File: src/rtl/async_fifo_pkg.sv
// Shared defaults for the single-clock FIFO (historically named async_fifo).
package async_fifo_pkg;
  localparam int DEF_DATA_WIDTH = 8;
  localparam int DEF_ADDR_WIDTH = 4;
endpackage

File: src/rtl/async_fifo_if.sv
// Producer/consumer bundle for the FIFO; the master drives requests, the slave answers with flags and data.
// A write is accepted on a rising edge where winc=1 and wfull=0; a read where rinc=1 and rempty=0.
interface async_fifo_if
  import async_fifo_pkg::*;
#(
  parameter int DATA_WIDTH = DEF_DATA_WIDTH
);
  logic                  winc;
  logic [DATA_WIDTH-1:0] wdata;
  logic                  wfull;
  logic                  rinc;
  logic [DATA_WIDTH-1:0] rdata;
  logic                  rempty;

  modport master (output winc, wdata, rinc, input wfull, rdata, rempty);
  modport slave  (input winc, wdata, rinc, output wfull, rdata, rempty);
endinterface

File: src/rtl/async_fifo_mem.sv
// DEPTH x DATA_WIDTH storage: synchronous write, registered read with enable.
// Only the read-data register is reset; the array keeps its contents.
module async_fifo_mem
  import async_fifo_pkg::*;
#(
  parameter int DATA_WIDTH = DEF_DATA_WIDTH,
  parameter int ADDR_WIDTH = DEF_ADDR_WIDTH,
  parameter int DEPTH      = 1 << ADDR_WIDTH
) (
  input  logic                  i_clk,
  input  logic                  i_rst,
  input  logic                  i_we,
  input  logic [ADDR_WIDTH-1:0] i_waddr,
  input  logic [DATA_WIDTH-1:0] i_wdata,
  input  logic                  i_re,
  input  logic [ADDR_WIDTH-1:0] i_raddr,
  output logic [DATA_WIDTH-1:0] o_rdata
);
  logic [DATA_WIDTH-1:0] r_mem [DEPTH];
  logic [DATA_WIDTH-1:0] r_rdata;

  always_ff @(posedge i_clk) begin
    if (i_we) r_mem[i_waddr] <= i_wdata;
  end

  always_ff @(posedge i_clk) begin
    if (i_rst)     r_rdata <= '0;
    else if (i_re) r_rdata <= r_mem[i_raddr];
  end

  assign o_rdata = r_rdata;
endmodule

File: src/rtl/async_fifo.sv
// Single-clock FIFO: wrap-bit pointers, combinational full/empty flags, registered read data.
// The name is kept for compatibility with the existing integration; there is one clock domain.
module async_fifo
  import async_fifo_pkg::*;
#(
  parameter int DATA_WIDTH = DEF_DATA_WIDTH,
  parameter int ADDR_WIDTH = DEF_ADDR_WIDTH
) (
  input logic         clk,
  input logic         rst,
  async_fifo_if.slave bus
);
  localparam int DEPTH = 1 << ADDR_WIDTH;
  localparam logic [ADDR_WIDTH:0] PTR_ONE = (ADDR_WIDTH+1)'(1);

  logic [ADDR_WIDTH:0]   r_wptr;
  logic [ADDR_WIDTH:0]   r_rptr;
  logic                  w_empty;
  logic                  w_full;
  logic                  w_wen;
  logic                  w_ren;
  logic [DATA_WIDTH-1:0] w_rdata;

  // Equal low bits with differing wrap bits means the writer is one lap ahead.
  assign w_empty = (r_wptr == r_rptr);
  assign w_full  = (r_wptr[ADDR_WIDTH-1:0] == r_rptr[ADDR_WIDTH-1:0]) &&
                   (r_wptr[ADDR_WIDTH] != r_rptr[ADDR_WIDTH]);

  assign w_wen = bus.winc & ~w_full  & ~rst;
  assign w_ren = bus.rinc & ~w_empty & ~rst;

  always_ff @(posedge clk) begin
    if (rst) begin
      r_wptr <= '0;
      r_rptr <= '0;
    end else begin
      if (w_wen) r_wptr <= r_wptr + PTR_ONE;
      if (w_ren) r_rptr <= r_rptr + PTR_ONE;
    end
  end

  async_fifo_mem #(
    .DATA_WIDTH(DATA_WIDTH),
    .ADDR_WIDTH(ADDR_WIDTH),
    .DEPTH     (DEPTH)
  ) u_mem (
    .i_clk  (clk),
    .i_rst  (rst),
    .i_we   (w_wen),
    .i_waddr(r_wptr[ADDR_WIDTH-1:0]),
    .i_wdata(bus.wdata),
    .i_re   (w_ren),
    .i_raddr(r_rptr[ADDR_WIDTH-1:0]),
    .o_rdata(w_rdata)
  );

  assign bus.wfull  = w_full;
  assign bus.rempty = w_empty;
  assign bus.rdata  = w_rdata;
endmodule

File: src/flat_wrapper.sv
// flat-port wrapper written by rule: the top's interface ports become plain ports
module async_fifo_flat import async_fifo_pkg::*;
#(
  parameter int DATA_WIDTH = DEF_DATA_WIDTH,
  parameter int ADDR_WIDTH = DEF_ADDR_WIDTH
)
  (clk, rst, bus_winc, bus_wdata, bus_rinc, bus_wfull, bus_rdata, bus_rempty);
  async_fifo_if #(.DATA_WIDTH(DATA_WIDTH)) bus_i ();
  input logic clk;
  input logic rst;
  input wire logic [$bits(bus_i.winc)-1:0] bus_winc;
  input wire logic [$bits(bus_i.wdata)-1:0] bus_wdata;
  input wire logic [$bits(bus_i.rinc)-1:0] bus_rinc;
  output wire logic [$bits(bus_i.wfull)-1:0] bus_wfull;
  output wire logic [$bits(bus_i.rdata)-1:0] bus_rdata;
  output wire logic [$bits(bus_i.rempty)-1:0] bus_rempty;
  assign bus_i.winc = bus_winc;
  assign bus_i.wdata = bus_wdata;
  assign bus_i.rinc = bus_rinc;
  assign bus_wfull = bus_i.wfull;
  assign bus_rdata = bus_i.rdata;
  assign bus_rempty = bus_i.rempty;
  async_fifo #(.DATA_WIDTH(DATA_WIDTH), .ADDR_WIDTH(ADDR_WIDTH)) u_core (.clk(clk), .rst(rst), .bus(bus_i));
endmodule
File: config.mk
export PLATFORM = sky130hd
export DESIGN_NAME = async_fifo_flat
export DESIGN_NICKNAME = d
export VERILOG_FILES = /design/src/rtl/async_fifo_pkg.sv /design/src/rtl/async_fifo_if.sv /design/src/rtl/async_fifo_mem.sv /design/src/rtl/async_fifo.sv /design/src/flat_wrapper.sv
export SDC_FILE = /design/constraint.sdc
export NUM_CORES = 1
export LEC_CHECK = 0
export CAP_MARGIN = 15
export CORE_AREA = 5 5 160 85
export CTS_CLUSTER_SIZE = 20
export DETAILED_ROUTE_END_ITERATION = 6
export DIE_AREA = 0 0 165 90
export MAX_ROUTING_LAYER = met4
export PLACE_DENSITY = 0.67
export SETUP_SLACK_MARGIN = 0.15
export SLEW_MARGIN = 40
export SYNTH_ARGS = -nofsm -noshare
export SYNTH_HDL_FRONTEND = slang
export SYNTH_SLANG_ARGS = --single-unit
export TNS_END_PERCENT = 30
File: constraint.sdc
create_clock -name clk -period 6 [get_ports clk]
set_input_delay 1.8 -clock clk [delete_from_list [all_inputs] [get_ports clk]]
set_output_delay 1.8 -clock clk [all_outputs]
set_load 0.005 [all_outputs]
Word level (Yosys, flattened, before mapping)
Memory sizes are Yosys's and may differ from the RTL's. A register that Yosys moved wholly into a read port is not among the register bits.
Index checks and enable logic that the tools add are counted.
{"block": "classes", "n_addsub": 2, "eq_ne": 3, "mux": 2, "bitwise_logic": 7, "n_reduce_logical": 1}
{"operator": "$add A5 B1 Y5 const B", "count": 2}
{"operator": "$eq A5 B5 Y1", "count": 1}
{"operator": "$and A1 B1 Y1", "count": 4}
{"operator": "$eq A4 B4 Y1", "count": 1}
{"operator": "$not A1 Y1", "count": 3}
{"operator": "$mux W1", "count": 2}
{"operator": "$logic_and A1 B1 Y1", "count": 1}
{"operator": "$ne A1 B1 Y1", "count": 1}
{"block": "word_totals", "register_bits": 10, "ram_bits": 128, "inputBits": 12, "output_inout_bits": 10, "elab_cells": 18, "memories": 1}
{"name": "u_core.u_mem.r_mem", "words": 16, "word_bits": 8, "read_ports": 1, "rd_clocked_by_memory_dff": 1, "write_ports": 1, "line_no": "async_fifo_mem.sv:19", "source": "logic [DATA_WIDTH-1:0] r_mem [DEPTH];"}

Depth between registers and ports, before layout
Gate-level depths: netlist of the first run.
{"block": "depth", "word_depth": 7, "ltp_mapped": 8}

Hierarchy
Synthesis of the first run repeated with hierarchy kept, for this count alone.
{"block": "unflattened", "cells_unflattened": 385, "area_unflattened_um2": 5995.8}
{"mod": "async_fifo_mem", "instances": 1, "cells_each": 316, "area_each_um2": 5343.9, "seq_area_each_um2": 4003.8}
{"mod": "async_fifo", "instances": 1, "cells_each": 69, "area_each_um2": 651.9, "seq_area_each_um2": 200.2}

Worst setup path before layout of the first run
No wires, ideal clock.
{"block": "synth_path", "kind": "in2reg", "start": "in rst", "end": "mem u_core.u_mem.r_mem[9][0] in the netlist's numbering (enable)", "setup_ns": 0.398, "t_arrival_ns": 3.134, "required_time_ns": 5.602, "path_slack_ns": 2.468, "stages": 3, "n_path_buf": 1, "cell_sequence": "clkbuf_1 nand2b_1 nor4b_1"}
{"block": "synth_between", "elab_chain_cells": 4}
{"element": "start: declaration", "line_no": "flat_wrapper.sv:10", "source": "input logic rst;"}
{"element": "$not A1 Y1", "line_no": "async_fifo.sv:29", "source": "assign w_wen = bus.winc & ~w_full & ~rst;"}
{"element": "$and A1 B1 Y1", "line_no": "async_fifo.sv:29"}
{"element": "$mux W1", "line_no": "async_fifo_mem.sv:23", "source": "if (i_we) r_mem[i_waddr] <= i_wdata;"}
{"element": "$mux W1 (implied by the code)", "line_no": "async_fifo_mem.sv:23"}
{"element": "end: declaration", "line_no": "async_fifo_mem.sv:19"}
Every way passes these cells.

Final worst setup path of the first run
{"block": "layout_path", "start": "reg u_core.r_rptr[2]", "end": "out bus_wfull"}
{"block": "layout_between", "elab_chain_cells": 2}
{"element": "start: declaration", "line_no": "async_fifo.sv:17", "source": "logic [ADDR_WIDTH:0] r_rptr;"}
{"element": "start signal: assignment", "line_no": "async_fifo.sv:38", "source": "if (w_ren) r_rptr <= r_rptr + PTR_ONE;"}
{"element": "$eq A4 B4 Y1", "line_no": "async_fifo.sv:26", "source": "assign w_full = (r_wptr[ADDR_WIDTH-1:0] == r_rptr[ADDR_WIDTH-1:0]) &&"}
{"element": "$logic_and A1 B1 Y1", "line_no": "async_fifo.sv:26"}
{"element": "end: declaration", "line_no": "flat_wrapper.sv:14", "source": "output wire logic [$bits(bus_i.wfull)-1:0] bus_wfull;"}
Every way passes these cells.

==> results.toml, run 1 <==
[die]
die_width_um = 165
core_area_mm2 = 0.0122
initial_core_util = 0.483
row_count = 29
fp.dieArea_mm2 = 0.0149
die_h_um = 90
ios = 22

[clock_tree]
cts.sinks = 146
h-tree-depth = 4
root_buffer = "clkbuf_16"
cts_buffers = 17
cts.clk_slew.worst_paths_ns = 0.06
cts_resized = 0
cts_tree = "built"
clock_path_buffers = 2
clock_latency_ns = 0.42
post_cts_buffers = 0
postCtsHoldBufs = 0

[power]
power_density_mw_per_mm2 = 350
p_leak_uw = 0.00215
peakVddDrop_mv = 0.157
p_total_uw = 2430

[layout]
fillers = 947
syn2layout_area_growth_pct = 17.9
drive_above_1_share = 0.249
diodes = 0
fin_nets = 389

[status]
outcome = "complete, no violations"

[sta]
timing.setup.tns_ns = 0
hold_violations = 0
tightest_slew_ns = 0.841
setup_violations = 0
fmax_mhz = 236
finalClockSkew_ns = 0.00640
fin_crit_sh = 0.706
rsz0062_at_grt = "false"
min_period_ns = 4.23
drv_slew = 0
slew_headroom = 0.437

[routing]
wire_per_inst_um = 22.8
route.vias.total = 3149
drt_iter0_drc = 341
ant_nets = 0
drt_first_pass_iters = 4
drc_errors = 0
routed_wl_um = 12700
via_per_inst = 5.67

[synth]
synth_edf_count = 128
synthMostInstantiatedCell = "edfxtp_1"
yosysUniqueCellTypes = 35
synthTopCellsByCount = "edfxtp_1 (128), mux4_2 (24), nor3_1 (20)"
synth.area.top_cells = "edfxtp_1 (65%), mux4_2 (9.2%), dfxtp_1 (6.1%)"
yosysSeqAreaShare = 0.713
yosysWarnings = 0
yosys.area.top_type = "edfxtp_1"
syn-mean-instance-area_um2 = 17.2
syn_nets = 359
synth_seq_cells = 146
ys.flop_type = "edfxtp_1"
netlist_area_mm2 = 0.00589
async_flop_share = 0
synth_cells = 342
yosys.area.top_type_share = 0.652

[worst_setup_path]
cp_max_fo = 53
cp-start-kind = "register"
end_kind = "output pin"
critPathRequiredTime_ns = 4.20
worstPathArrival_ns = 2.43
critical_path_class = "register to output pin"

[global_routing]
grt_pass1_wl_um = 19100
grt_antenna_before_repair = 0
grt_pass1_vias = 3096
grt.total_usage = 0.185
grt-ovfl-total = 0
grt_max_degree = 54

[run]
maxCapViolations = 0

[placed_design]
place.gp.congestion = 0.785
port_buffers = 21
dp_hpwl_um = 8020

[hold_path]
hp-class = "register to register"
[layout by cell type, fill, tap and decap left out, types with 4 or more instances in the layout]
| cell | instances |
|---|---|
| edfxtp_1 | 128 |
| xnor2_1 | 8 |
| nor4b_4 | 4 |
| nor4_1 | 8 |
| o22ai_1 | 8 |
| clkdlybuf4s50_1 | 21 |
| buf_4 | 13 |
| mux4_2 | 24 |
| a211oi_1 | 16 |
| dfxtp_1 | 16 |
| nand2_1 | 6 |
| nor2_1 | 16 |
| nand2b_1 | 6 |
| mux2_2 | 16 |
| clkbuf_16 | 17 |
| nor3_2 | 4 |
| ha_1 | 5 |
| nor3_1 | 16 |
| inv_6 | 6 |
| nor2b_1 | 10 |
[metal layers]
metal  track usage  up-vias  part of all wire
met3        0.0448       15             0.081
met1         0.303     1601              0.51
met2         0.223      101              0.40
li1              -     1432                 -
met4        0.0540        0             0.011
met5             -        -                 0
[registers in the layout, indices dropped and copies added (netlist names)]
register,flops
u_core.u_mem.r_mem,128
u_core.u_mem.o_rdata,8
u_core.r_rptr,5
u_core.r_wptr,5
[final timing paths]
kind | from | end | slack, ns | depth (start not counted)
min reg2reg | u_core.u_mem.o_rdata[3] | u_core.u_mem.o_rdata[3] | 0.50 | 2
max | u_core.r_rptr[2] | bus_wfull | 1.77 | 5
max reg2reg | u_core.r_rptr[2] | u_core.u_mem.r_mem[12][0] | 3.38 | 6
min | u_core.u_mem.o_rdata[3] | u_core.u_mem.o_rdata[3] | 0.50 | 2
[kinds of logic after synthesis]
family | after synthesis | synth area share
buf+inv | 26 | 0.0244
simple gates | 78 | 0.0718
xor+xnor | 10 | 0.0149
fa+ha+maj | 5 | 0.0106
flops | 146 | 0.713
mux | 41 | 0.124
compound gates | 36 | 0.0410
[report_power, final]
part | leakage, uW | internal, uW | switching, uW | total [uW]
Combinational | 0.000565 | 110 | 145 | 254
Sequential | 0.00130 | 1130 | 14.2 | 1140
Clock | 0.000280 | 615 | 423 | 1040
Total | 0.00215 | 1850 | 581 | 2430
[worst max-delay path, cell delays in order (launching register included)]
cell and delay, ns:
dfxtp_2 0.31, buf_4 0.52, xnor2_1 0.21, nand4_2 0.25
nor2_1 0.16, clkdlybuf4s50_1 0.52
[cell type report]
type                    count  area (um^2)  area share
flip-flops and latches    146         4210       0.606
multi-input cells         170         1630       0.235
clock buffers              17          425      0.0612
repair buffers             34          308      0.0443
well taps                 170          213      0.0306
clock inverters            15          154      0.0222
inverters                   3         11.3     0.00162
[per-stage QoR]
stage / util / area [um^2] / instances / hold WS (ns) / setup WS [ns]
4_1_cts: 0.568 / 6920 / 555 / 0.501 / 1.77
3_3_place_gp: 0.517 / 6310 / 523 / 0.482 / 2.02
3_5_place_dp: 0.520 / 6340 / 523 / 0.489 / 2.03
2_1_floorplan: - / 5890 / 342 / 0.484 / 2.47
6_report: 0.570 / 6950 / 555 / 0.498 / 1.77
5_1_grt: 0.570 / 6950 / 555 / 0.543 / 1.61
Note: power is estimated with default switching activity, not from simulation.
==> inputs of run 2 (changes only) <==
==> constraint.sdc (replaced) <==
create_clock -name clk -period 3.95 [get_ports clk]
set_input_delay 1.185 -clock clk [delete_from_list [all_inputs] [get_ports clk]]
set_output_delay 1.185 -clock clk [all_outputs]
set_load 0.005 [all_outputs]
==> run 2 against run 1 <==
- combinational power up 51%
- critical path depth down 1
- non-clock buffer count up 10
- worst setup slack worse by 1.2 ns
- via count up 2.5%
- clock-buffer cell count unchanged
- first-iteration DRC count down 16%
- hold slack worse by 0.0042 ns
- flip-flop and latch count unchanged
- sequential share of layout area unchanged
- routed wire length up 0.51%
- clock power up 44%
- largest power group unchanged
- highest routed layer unchanged
==> results.toml, run 2 (same netlist as run 1, synthesis figures left out) <==
[clock_tree]
clock_path_buffers = 2
postCtsHoldBufs = 0
h-tree-depth = 4
post_cts_buffers = 0
cts.clk_slew.worst_paths_ns = 0.06
root_buffer = "clkbuf_16"
cts_buffers = 17
cts.sinks = 146
clock_latency_ns = 0.42
cts_resized = 0
cts_tree = "built"

[worst_setup_path]
end_kind = "output pin"
cp-start-kind = "register"
critPathRequiredTime_ns = 2.76
worstPathArrival_ns = 2.24
cp_max_fo = 20
critical_path_class = "register to output pin"

[sta]
slew_headroom = 0.489
tightest_slew_ns = 0.765
fmax_mhz = 292
fin_crit_sh = 0.868
finalClockSkew_ns = 0.00883
min_period_ns = 3.43
hold_violations = 0
setup_violations = 0
final.setup.worst_slack_ns = 0.523
timing.setup.tns_ns = 0
drv_slew = 0
rsz0062_at_grt = "false"

[routing]
ant_nets = 0
drt_iter0_drc = 285
via_per_inst = 5.71
wire_per_inst_um = 22.5
drc_errors = 0
routed_wl_um = 12700
drt_first_pass_iters = 4
route.vias.total = 3228

[die]
ios = 22
die_width_um = 165
die_h_um = 90
row_count = 29
core_area_mm2 = 0.0122
initial_core_util = 0.483
fp.dieArea_mm2 = 0.0149

[layout]
multiInputGateArea_mm2 = 0.00157
fillers = 958
final_cell_mix = "edfxtp_1 (128), mux4_2 (24), buf_4 (23)"
final_common_cell = "edfxtp_1"
syn2layout_area_growth_pct = 17.9
drive_above_1_share = 0.256
seqCellArea_mm2 = 0.00421
top_register = "u_core.u_mem.r_mem"
fin_nets = 399
largest_reg_flops = 128
design_area_mm2 = 0.00695

[global_routing]
grt-ovfl-total = 0
grt_pass1_wl_um = 19700
grt_pass1_vias = 3248
grt_max_degree = 53
grt.total_usage = 0.189
grt_antenna_before_repair = 1

[placed_design]
dp_hpwl_um = 8160
place.gp.congestion = 0.801
port_buffers = 21
post_dp_cell_area_mm2 = 0.00639
post-place-ws_ns = 0.943

[status]
outcome = "complete, no violations"

[power]
power_density_mw_per_mm2 = 521
peakVddDrop_mv = 0.292
p_leak_uw = 0.00219

[hold_path]
hp-class = "register to register"

[run]
maxCapViolations = 0
[run 2: changes by cell type in the layout (fill, tap and decap cells not counted), sizes merged]
cell,delta
buf,+10
bufinv,-1
clkinv,+2
diode,+1
inv,-2
[run 2: layout make-up]
cell class                      count  share of cell area
Inverter                            3             0.00162
Multi-Input combinational cell    170               0.227
Timing Repair Buffer               44              0.0551
Clock buffer                       17              0.0612
Sequential cell                   146               0.606
Tap cell                          170              0.0306
Clock inverter                     14              0.0189
Antenna cell                        1            0.000360
[run 2: power breakdown]
group / switching [uW] / internal (uW) / leakage (uW)
Clock: 635 / 869 / 0.000266
Sequential: 19.3 / 1710 / 0.00130
Combinational: 216 / 168 / 0.000618
[run 2: critical path: stages, from the launching register on]
cell and delay [ns]:
dfxtp_1 0.75, xnor2_1 0.21, nand4_2 0.22, nor2_1 0.14
clkdlybuf4s50_1 0.51
[run 2: metrics by stage]
| step | total power [uW] | util | instances | hold slack (ns) |
|---|---|---|---|---|
| floorplan | 1990 | - | 342 | 0.484 |
| global placement | 2140 | 0.524 | 533 | 0.480 |
| detailed placement | 2150 | 0.524 | 533 | 0.489 |
| CTS | 3650 | 0.570 | 564 | 0.497 |
| global route | 3750 | 0.570 | 565 | 0.529 |
| finish | 3620 | 0.570 | 565 | 0.494 |
[run 2: routing by layer]
| layer | up-vias | wire (um) | track usage |
|---|---|---|---|
| li1 | 1445 | - | - |
| met4 | 0 | 95 | 0.0443 |
| met2 | 119 | 5100 | 0.234 |
| met1 | 1654 | 6240 | 0.296 |
| met5 | - | 0 | - |
| met3 | 10 | 1290 | 0.0654 |
[run 2: path summary, 6_finish.rpt]
| check | startpoint | end | slack (ns) | cells past startpoint |
|---|---|---|---|---|
| max | u_core.r_rptr[3] | bus_wfull | 0.52 | 4 |
| min | u_core.u_mem.o_rdata[3] | u_core.u_mem.o_rdata[3] | 0.49 | 2 |
| max reg2reg | u_core.r_rptr[1] | u_core.u_mem.o_rdata[4] | 1.44 | 6 |
| min reg2reg | u_core.u_mem.o_rdata[3] | u_core.u_mem.o_rdata[3] | 0.49 | 2 |
==> inputs of run 3 (changes only) <==
--- a/config.mk
+++ b/config.mk
@@ -12,6 +12,7 @@
 export DIE_AREA = 0 0 165 90
 export MAX_ROUTING_LAYER = met4
 export PLACE_DENSITY = 0.67
+export REMOVE_ABC_BUFFERS = 1
 export SETUP_SLACK_MARGIN = 0.15
 export SLEW_MARGIN = 40
 export SYNTH_ARGS = -nofsm -noshare
==> constraint.sdc (replaced) <==
create_clock -name clk -period 3.95 [get_ports clk]
set_input_delay 0.5925 -clock clk [delete_from_list [all_inputs] [get_ports clk]]
set_output_delay 0.5925 -clock clk [all_outputs]
set_load 0.005 [all_outputs]
==> run 3 against run 2 <==
- via count is essentially flat
- core utilization down 0.14 points
- critical path depth did not move
- first-iteration DRC count increased by 40%
- routed wire length rose by 0.35%
- global-route usage fell by 0.093 points
- sequential share of layout area grew 0.15 points
- clock skew down 0.0019 ns
- final area decreased by 0.25%
- hold slack worse by 0.0056 ns
- register-to-register slack worse by 0.09 ns
==> results.toml, run 3 (same netlist as run 1, synthesis figures left out) <==
[status]
outcome = "complete, no violations"

[clock_tree]
postCtsHoldBufs = 0
clock_latency_ns = 0.41
cts.clk_slew.worst_paths_ns = 0.05
cts_buffers = 17
cts.sinks = 146
cts_tree = "built"
cts_resized = 0
root_buffer = "clkbuf_16"
post_cts_buffers = 0
h-tree-depth = 4
clock_path_buffers = 2

[layout]
multiInputGateArea_mm2 = 0.00162
largest_reg_flops = 128
seqCellArea_mm2 = 0.00421
fin_cells = 559
design_area_mm2 = 0.00693
top_register = "u_core.u_mem.r_mem"
drive_above_1_share = 0.239
final_common_cell = "edfxtp_1"
final_cell_mix = "edfxtp_1 (128), mux4_2 (24), clkdlybuf4s50_1 (21)"
fillers = 961
syn2layout_area_growth_pct = 17.6
fin_nets = 394
diodes = 0

[sta]
setup_violations = 0
tightest_slew_ns = 0.777
final.setup.worst_slack_ns = 1.10
hold_violations = 0
timing.setup.tns_ns = 0
drv_slew = 0
fmax_mhz = 351
fin_crit_sh = 0.721
finalClockSkew_ns = 0.00693
rsz0062_at_grt = "false"
slew_headroom = 0.482
min_period_ns = 2.85

[worst_setup_path]
max_stage_delay_ns = 0.74
cp_max_fo = 17
crit_buf_inv = 1
cp_cell_sequence = "xnor2_1 -> nand4_2 -> nor2_1 -> clkdlybuf4s50_1"
cp-start-kind = "register"
end_kind = "output pin"
worstPathArrival_ns = 2.26
path_delay_family = "flip-flops"
critPathRequiredTime_ns = 3.36
critical_path_class = "register to output pin"
critPathSlowestCell = "dfxtp_1"

[die]
core_area_mm2 = 0.0122
die_h_um = 90
row_count = 29
ios = 22
die_width_um = 165
initial_core_util = 0.483
fp.dieArea_mm2 = 0.0149

[hold_path]
hp-class = "register to register"

[placed_design]
dp_cells = 528
port_buffers = 21
post-place-ws_ns = 1.38
dp_hpwl_um = 8130
post_dp_cell_area_mm2 = 0.00640
place.gp.congestion = 0.787

[routing]
wire_per_inst_um = 22.8
drt_iter0_drc = 398
drt_first_pass_iters = 5
ant_nets = 0
via_per_inst = 5.77
route.vias.total = 3227
drc_errors = 0
routed_wl_um = 12800

[run]
maxCapViolations = 0

[global_routing]
grt_pass1_vias = 3243
grt_max_degree = 53
grt_pass1_wl_um = 19700
grt.total_usage = 0.188
grt-ovfl-total = 0
grt_antenna_before_repair = 0

[power]
power_density_mw_per_mm2 = 515
p_leak_uw = 0.00215
p_total_uw = 3570
peakVddDrop_mv = 0.235
==> run 3: path summary, 6_finish.rpt <==
| path | start | end | slack (ns) | depth (start not counted) |
|---|---|---|---|---|
| worst max register to register | u_core.r_rptr[1] | u_core.u_mem.o_rdata[7] | 1.35 | 5 |
| worst min-delay path | u_core.u_mem.o_rdata[2] | u_core.u_mem.o_rdata[2] | 0.49 | 2 |
| worst max-delay path | u_core.r_wptr[3] | bus_wfull | 1.10 | 4 |
| worst min register to register | u_core.u_mem.o_rdata[2] | u_core.u_mem.o_rdata[2] | 0.49 | 2 |
==> run 3: worst register-to-register path, stage by stage, from the launching register on <==
cell and delay (ns):
dfxtp_2 0.63, buf_4 0.43, mux4_2 0.59, mux2_2 0.28, a211oi_1 0.44, nor3_1 0.10
==> run 3: routing by layer <==
layer | GRT usage | vias to the layer above | wire length [um]
met5 | - | - | 0
met4 | 0.0526 | 0 | 139
met3 | 0.0530 | 17 | 809
met2 | 0.237 | 105 | 5350
met1 | 0.294 | 1676 | 6470
li1 | - | 1429 | -
==> run 3: final cells by class <==
class / count / share of cell area
flip-flops and latches: 146 / 0.607
well taps: 170 / 0.0307
clock inverters: 7 / 0.00867
clock buffers: 24 / 0.0681
repair buffers: 39 / 0.0498
multi-input cells: 170 / 0.234
inverters: 3 / 0.00163
==> run 3: through the flow <==
step / util / hold WS [ns]
floorplan: - / 0.484
global placement: 0.522 / 0.480
detailed placement: 0.525 / 0.483
CTS: 0.568 / 0.494
global route: 0.568 / 0.512
finish: 0.568 / 0.489
==> run 3: where the power goes <==
part	switching (uW)	internal, uW	total (uW)
combinational	208	166	374
sequential	26.8	1710	1740
clock	568	888	1460
==> variant 1, RTL diff (config.mk and constraints of run 2) <==
`DEF_ADDR_WIDTH`: 4 -> 3.
--- a/src/rtl/async_fifo_pkg.sv
+++ b/src/rtl/async_fifo_pkg.sv
@@ -1,6 +1,6 @@
 // Shared defaults for the single-clock FIFO (historically named async_fifo).
 package async_fifo_pkg;
   localparam int DEF_DATA_WIDTH = 8;
-  localparam int DEF_ADDR_WIDTH = 4;
+  localparam int DEF_ADDR_WIDTH = 3;
 endpackage
 
Formal check against the unedited RTL: not equivalent (a bounded check fails within 10 cycles, from zero or initial values and one cycle with rst high).
==> variant 1 against run 2 <==
  * Area after synthesis decreased by 44%
  * Sequential cell count decreased by 66
  * Sequential share of layout area decreased by 4.4 points
  * Via count decreased by 48%
  * Total power decreased by 43%
  * Clock power decreased by 45%
  * Critical path depth unchanged
  * Count of clock-buffer cells in the layout decreased by 8
  * Final area decreased by 43%
  * Setup slack improved by 150 ps
  * Routed wire length decreased by 48%
==> variant 1: results (changes against run 2) <==
* Outcome: complete, no violations (unchanged)
* Compound-gate portion of the synthesized area at 0.0504 (was 0.0410)
* Clk_lat worst skew at 340 ps (was 420 ps)
* P_leak at 0.00127 uW (was 0.00219 uW)
* Top post-synthesis cells by area: edfxtp_1 (59%), mux4_2 (11%), dfxtp_1 (9.8%) (was edfxtp_1 (65%), mux4_2 (9.2%), dfxtp_1 (6.1%))
* Fin nets at 228 (was 399)
* Netlist cell types at 34 (was 35)
* Post-Synth Adder-Cell Area at 0.00764 (was 0.0106)
* Seq/Total Area, Yosys at 0.684 (was 0.713)
* Hold Crit Start: u_core.u_mem.o_rdata[6]$_SDFFE_PP0P_ (was u_core.u_mem.o_rdata[3]$_SDFFE_PP0P_)
* Clk_skew at 7.69 ps (was 8.83 ps)
* Flop-to-flop setup slack at 1760 ps (was 1440 ps)
* Ant diodes at 0 (was 1)
* Max FFs per register at 64 (was 128)
* Post-synthesis mux area share at 0.144 (was 0.124)
* Routed vias at 1,687 (was 3,228)
* Most frequent cells after synthesis: edfxtp_1 (64), nor2_1 (18), dfxtp_1 (16), mux4_2 (16), mux2i_1 (10) (was edfxtp_1 (128), mux4_2 (24), nor3_1 (20))
* Max_slew headroom at 0.578 (was 0.489)
* Largest net degree at the start of global routing at 20 (was 53)
* Share of post-route cells with drive strength above 1 at 0.269 (was 0.256)
* First-pass GRT wire length at 10,200 um (was 19,700 um)
* Placed cell count at 373 (was 533)
* CP peak stage delay at 550 ps (was 750 ps)
* Via/cell ratio at 4.34 (was 5.71)
* CP Max Fanout at 9 (was 20)
* Hold Path Sink: u_core.u_mem.o_rdata[6]$_SDFFE_PP0P_ (was u_core.u_mem.o_rdata[3]$_SDFFE_PP0P_)
* Vias in the first global route at 1,790 (was 3,248)
* GPL Wtd Cong at 0.785 (was 0.801)
* CTS H-Tree Depth at 3 (was 4)
* Total CTS buffers at 9 (was 17)
* Switch Pwr at 533 uW (was 871 uW)
* R2R depth at 5 (was 6)
* Initial drt markers at 99 (was 285)
* Max VDD drop at 0.205 mV (was 0.292 mV)
* Reg2reg start: u_core.r_wptr[1]$_SDFFE_PP0P_ (was u_core.r_rptr[1]$_SDFFE_PP0P_)
* Initial antenna violation count at 0 (was 1)
* Syn nets at 198 (was 359)
* Post-synth EDFFs at 64 (was 128)
* Hpwl dp at 4400 um (was 8160 um)
* Overall routing resource usage at 0.0993 (was 0.189)
* WL final at 6610 um (was 12,700 um)
* Cells after Synth at 184 (was 342)
* Reg2reg end: u_core.u_mem.r_mem[3][4]$_DFFE_PP_ (was u_core.u_mem.o_rdata[4]$_SDFFE_PP0P_)
* Synth Area in XOR/XNOR at 0.0256 (was 0.0149)
* Filler cell count at 1,221 (was 958)
* Crit-path leading delay family: flip-flops (unchanged)
## variant 1: worst reg2reg max path: cells and delay by family, from the launching register on
kind / cells / cell delay [ps]
simple gates: 2 / 660
buf+inv: 1 / 220
compound gates: 1 / 190
xor+xnor: 1 / 290
flops: 1 / 550
## variant 1: kinds of logic (layout without fill, tap and decap cells)
kind of cell | after synthesis | after routing
DFF | 80 | 80
muxes | 27 | 27
and+or+nand+nor | 37 | 37
adders and majority gates | 2 | 2
xor gates and xnor gates | 7 | 7
AOI/OAI and AO/OA | 16 | 16
buffers and inverters | 15 | 50
## variant 1: per-layer routing
layer	global-route usage	routed length [um]	up-vias
li1	-	-	776
met1	0.131	3210	870
met2	0.138	2990	28
met3	0.0366	289	13
met4	0.0394	108	0
met5	-	0	-
## variant 1: power by group through the flow
| stage | Combinational, uW | Clock, uW | Sequential (uW) |
|---|---|---|---|
| finish | 282 | 818 | 964 |
| global placement | 280 | 0 | 981 |
| global route | 306 | 876 | 969 |
| CTS | 287 | 841 | 965 |
| detailed placement | 286 | 0 | 984 |
| floorplan | 189 | 0 | 980 |
## variant 1: layout make-up
class,count,share of cell area
Clock buffer,9,0.0564
Inverter,2,0.00188
Tap cell,170,0.0533
Timing Repair Buffer,32,0.0734
Multi-Input combinational cell,89,0.235
Sequential cell,80,0.562
Clock inverter,7,0.0185
## variant 1: worst max-delay path by stage
stage	end	slack (ps)	depth (start not counted)
after floorplan	u_core.u_mem.r_mem[2][0]$_DFFE_PP_	1250	3
final	bus_rempty	670	4
after CTS	bus_rempty	670	4
after detailed placement	u_core.u_mem.r_mem[3][2]$_DFFE_PP_	900	5
after global routing	bus_wfull	550	4
after global placement	u_core.u_mem.r_mem[3][7]$_DFFE_PP_	940	5
## variant 1: stage by stage
| stage | total power [uW] | hold WS (ps) | setup slack (ps) | cell area [um^2] |
|---|---|---|---|---|
| 2_1_floorplan | 1170 | 494 | 1250 | 3280 |
| 3_3_place_gp | 1260 | 519 | 942 | 3680 |
| 3_5_place_dp | 1270 | 523 | 904 | 3680 |
| 4_1_cts | 2090 | 538 | 669 | 3980 |
| 5_1_grt | 2150 | 565 | 549 | 3990 |
| 6_report | 2060 | 535 | 669 | 3990 |
==> variant 2, RTL diff (config.mk and constraints of run 2) <==
Made on the original files. Make the reset (`i_rst` and `rst`) asynchronous in 2 clocked blocks.
--- a/src/rtl/async_fifo_mem.sv
+++ b/src/rtl/async_fifo_mem.sv
@@ -23,7 +23,7 @@
     if (i_we) r_mem[i_waddr] <= i_wdata;
   end
 
-  always_ff @(posedge i_clk) begin
+  always_ff @(posedge i_clk or posedge i_rst) begin
     if (i_rst)     r_rdata <= '0;
     else if (i_re) r_rdata <= r_mem[i_raddr];
   end
--- a/src/rtl/async_fifo.sv
+++ b/src/rtl/async_fifo.sv
@@ -29,7 +29,7 @@
   assign w_wen = bus.winc & ~w_full  & ~rst;
   assign w_ren = bus.rinc & ~w_empty & ~rst;
 
-  always_ff @(posedge clk) begin
+  always_ff @(posedge clk or posedge rst) begin
     if (rst) begin
       r_wptr <= '0;
       r_rptr <= '0;
Behaviour: differs if rst is asserted again (counterexample within 4 cycles, from zero or initial values and one cycle with rst high); with rst held inactive, the same outputs for 10 cycles.
==> variant 2 against run 2 <==
  * Routed wire length decreased by 0.94%
  * Setup slack improved by 160 ps
  * Register-to-register slack improved by 110 ps
  * First-iteration DRC count increased by 43%
  * Final cell count decreased by 12%
  * Area after synthesis increased by 0.13%
  * Sequential cell count unchanged
  * Maximum frequency increased by 4.9%
  * Synthesized cell count decreased by 16%
  * Final area decreased by 1.0%
Power is not compared: it rests on default switching activity, and its combinational part moved more than twofold at a synthesized area within 25%.
==> variant 2: results (changes against run 2) <==
* Cells after Synth at 288 (was 342)
* Netlist cell types at 28 (was 35)
* CP Max Fanout at 10 (was 20)
* Filler cell count at 918 (was 958)
* CTS H-Tree Depth at 4 (unchanged)
* Fin nets at 334 (was 399)
* Post-synth EDFFs at 128 (unchanged)
* CP arrival at 2080 ps (was 2240 ps)
* Vias in the first global route at 2,791 (was 3,248)
* Initial drt markers at 407 (was 285)
* First-pass GRT wire length at 18,500 um (was 19,700 um)
* Share of post-route cells with drive strength above 1 at 0.200 (was 0.256)
* Slowest-stage cell, CP: clkdlybuf4s50_1 (was dfxtp_1)
* Initial antenna violation count at 0 (was 1)
* Hpwl dp at 8220 um (was 8160 um)
* Hold Path Depth at 1 (was 2)
* Largest net degree at the start of global routing at 36 (was 53)
* Max_slew headroom at 0.471 (was 0.489)
* GPL Wtd Cong at 0.791 (was 0.801)
* Most frequent cells after synthesis: edfxtp_1 (128), mux4_2 (21), dfrtp_1 (18) (was edfxtp_1 (128), mux4_2 (24), nor3_1 (20))
* Max VDD drop at between 0.4 and 0.5 mV
* WL per Instance at 25.2 um (was 22.5 um)
* Placed cell count at 468 (was 533)
* Max FFs per register at 128 (unchanged)
* Total CTS buffers at 17 (unchanged)
* Via/cell ratio at 5.81 (was 5.71)
* Clk_lat worst skew at 420 ps (about the same)
* Syn nets at 305 (was 359)
* Overall routing resource usage at 0.185 (was 0.189)
* R2R depth at 5 (was 6)
* Routed vias at 2,906 (was 3,228)
* Ant diodes at 0 (was 1)
* Synth Cell Area at 5900 um^2 (was 5890 um^2)
* Synth Flop Type: edfxtp_1 (unchanged)
* Top post-synthesis cells by area: edfxtp_1 (65%), mux4_2 (8.0%), dfrtp_1 (7.6%) (was edfxtp_1 (65%), mux4_2 (9.2%), dfxtp_1 (6.1%))
* Clk_skew at 10.4 ps (was 8.83 ps)
* CP peak stage delay at 520 ps (was 750 ps)
* Asr flop ratio synth at 0.123 (was 0)
* Outcome: complete, no violations (unchanged)
* Seq/Total Area, Yosys at 0.728 (was 0.713)
==> variant 2: metrics by stage <==
| step | setup slack (ps) | area [um^2] | utilization |
|---|---|---|---|
| global placement | 762 | 6240 | 0.512 |
| global route | 536 | 6870 | 0.564 |
| finish | 684 | 6870 | 0.564 |
| detailed placement | 703 | 6240 | 0.512 |
| floorplan | 1350 | 5900 | - |
| CTS | 678 | 6870 | 0.564 |
==> variant 2: area by class of cell <==
cell class	instances	area share
clock buffer	17	0.0619
clock inverter	15	0.0297
inverter	4	0.00218
multi-input combinational	123	0.216
sequential	146	0.625
tap	170	0.0309
timing repair buffer	25	0.0349
==> variant 2: cells by family (layout without fill, tap and decap cells) <==
kind of cell	after synthesis	count (layout)	synth area share
AOI/OAI and AO/OA	24	24	0.0310
xor gates and xnor gates	14	14	0.0208
adders and majority gates	5	5	0.0106
buffers and inverters	19	61	0.0212
DFF	146	146	0.728
muxes	42	42	0.153
and+or+nand+nor	38	38	0.0360
==> variant 2: worst paths after layout <==
check,from,slack (ps),to
worst max-delay path,u_core.r_wptr[2]$_DFFE_PP0P_,680,bus_rempty
worst min-delay path,u_core.u_mem.o_rdata[5]$_DFFE_PP0P_,510,u_core.u_mem.o_rdata[5]$_DFFE_PP0P_
worst max register to register,u_core.r_rptr[0]$_DFFE_PP0P_,1550,u_core.u_mem.o_rdata[7]$_DFFE_PP0P_
worst min register to register,u_core.u_mem.o_rdata[5]$_DFFE_PP0P_,510,u_core.u_mem.o_rdata[5]$_DFFE_PP0P_
max in group asynchronous,rst,2210,u_core.r_rptr[0]$_DFFE_PP0P_
min in group asynchronous,rst,1240,u_core.r_wptr[4]$_DFFE_PP0P_
==> variant 2: critical path: cells and delay by family (launching register included) <==
family / cells / cell delay [ps]
xor+xnor: 1 / 220
simple gates: 2 / 460
buf+inv: 1 / 520
flops: 1 / 470
==> variant 2: layer usage <==
metal / up-vias / routed length, um / share of wire / GRT usage
met1: 1504 / 6090 / 0.48 / 0.307
met3: 15 / 1250 / 0.10 / 0.0548
li1: 1240 / - / - / -
met2: 147 / 5110 / 0.41 / 0.212
met5: - / 0 / 0 / -
met4: 0 / 144 / 0.011 / 0.0540
==> variant 2: where the power goes <==
part / switching (uW) / leakage [uW] / internal, uW
clock: 631 / 0.000304 / 1060
sequential: 129 / 0.00137 / 1850
combinational: 727 / 0.000702 / 655
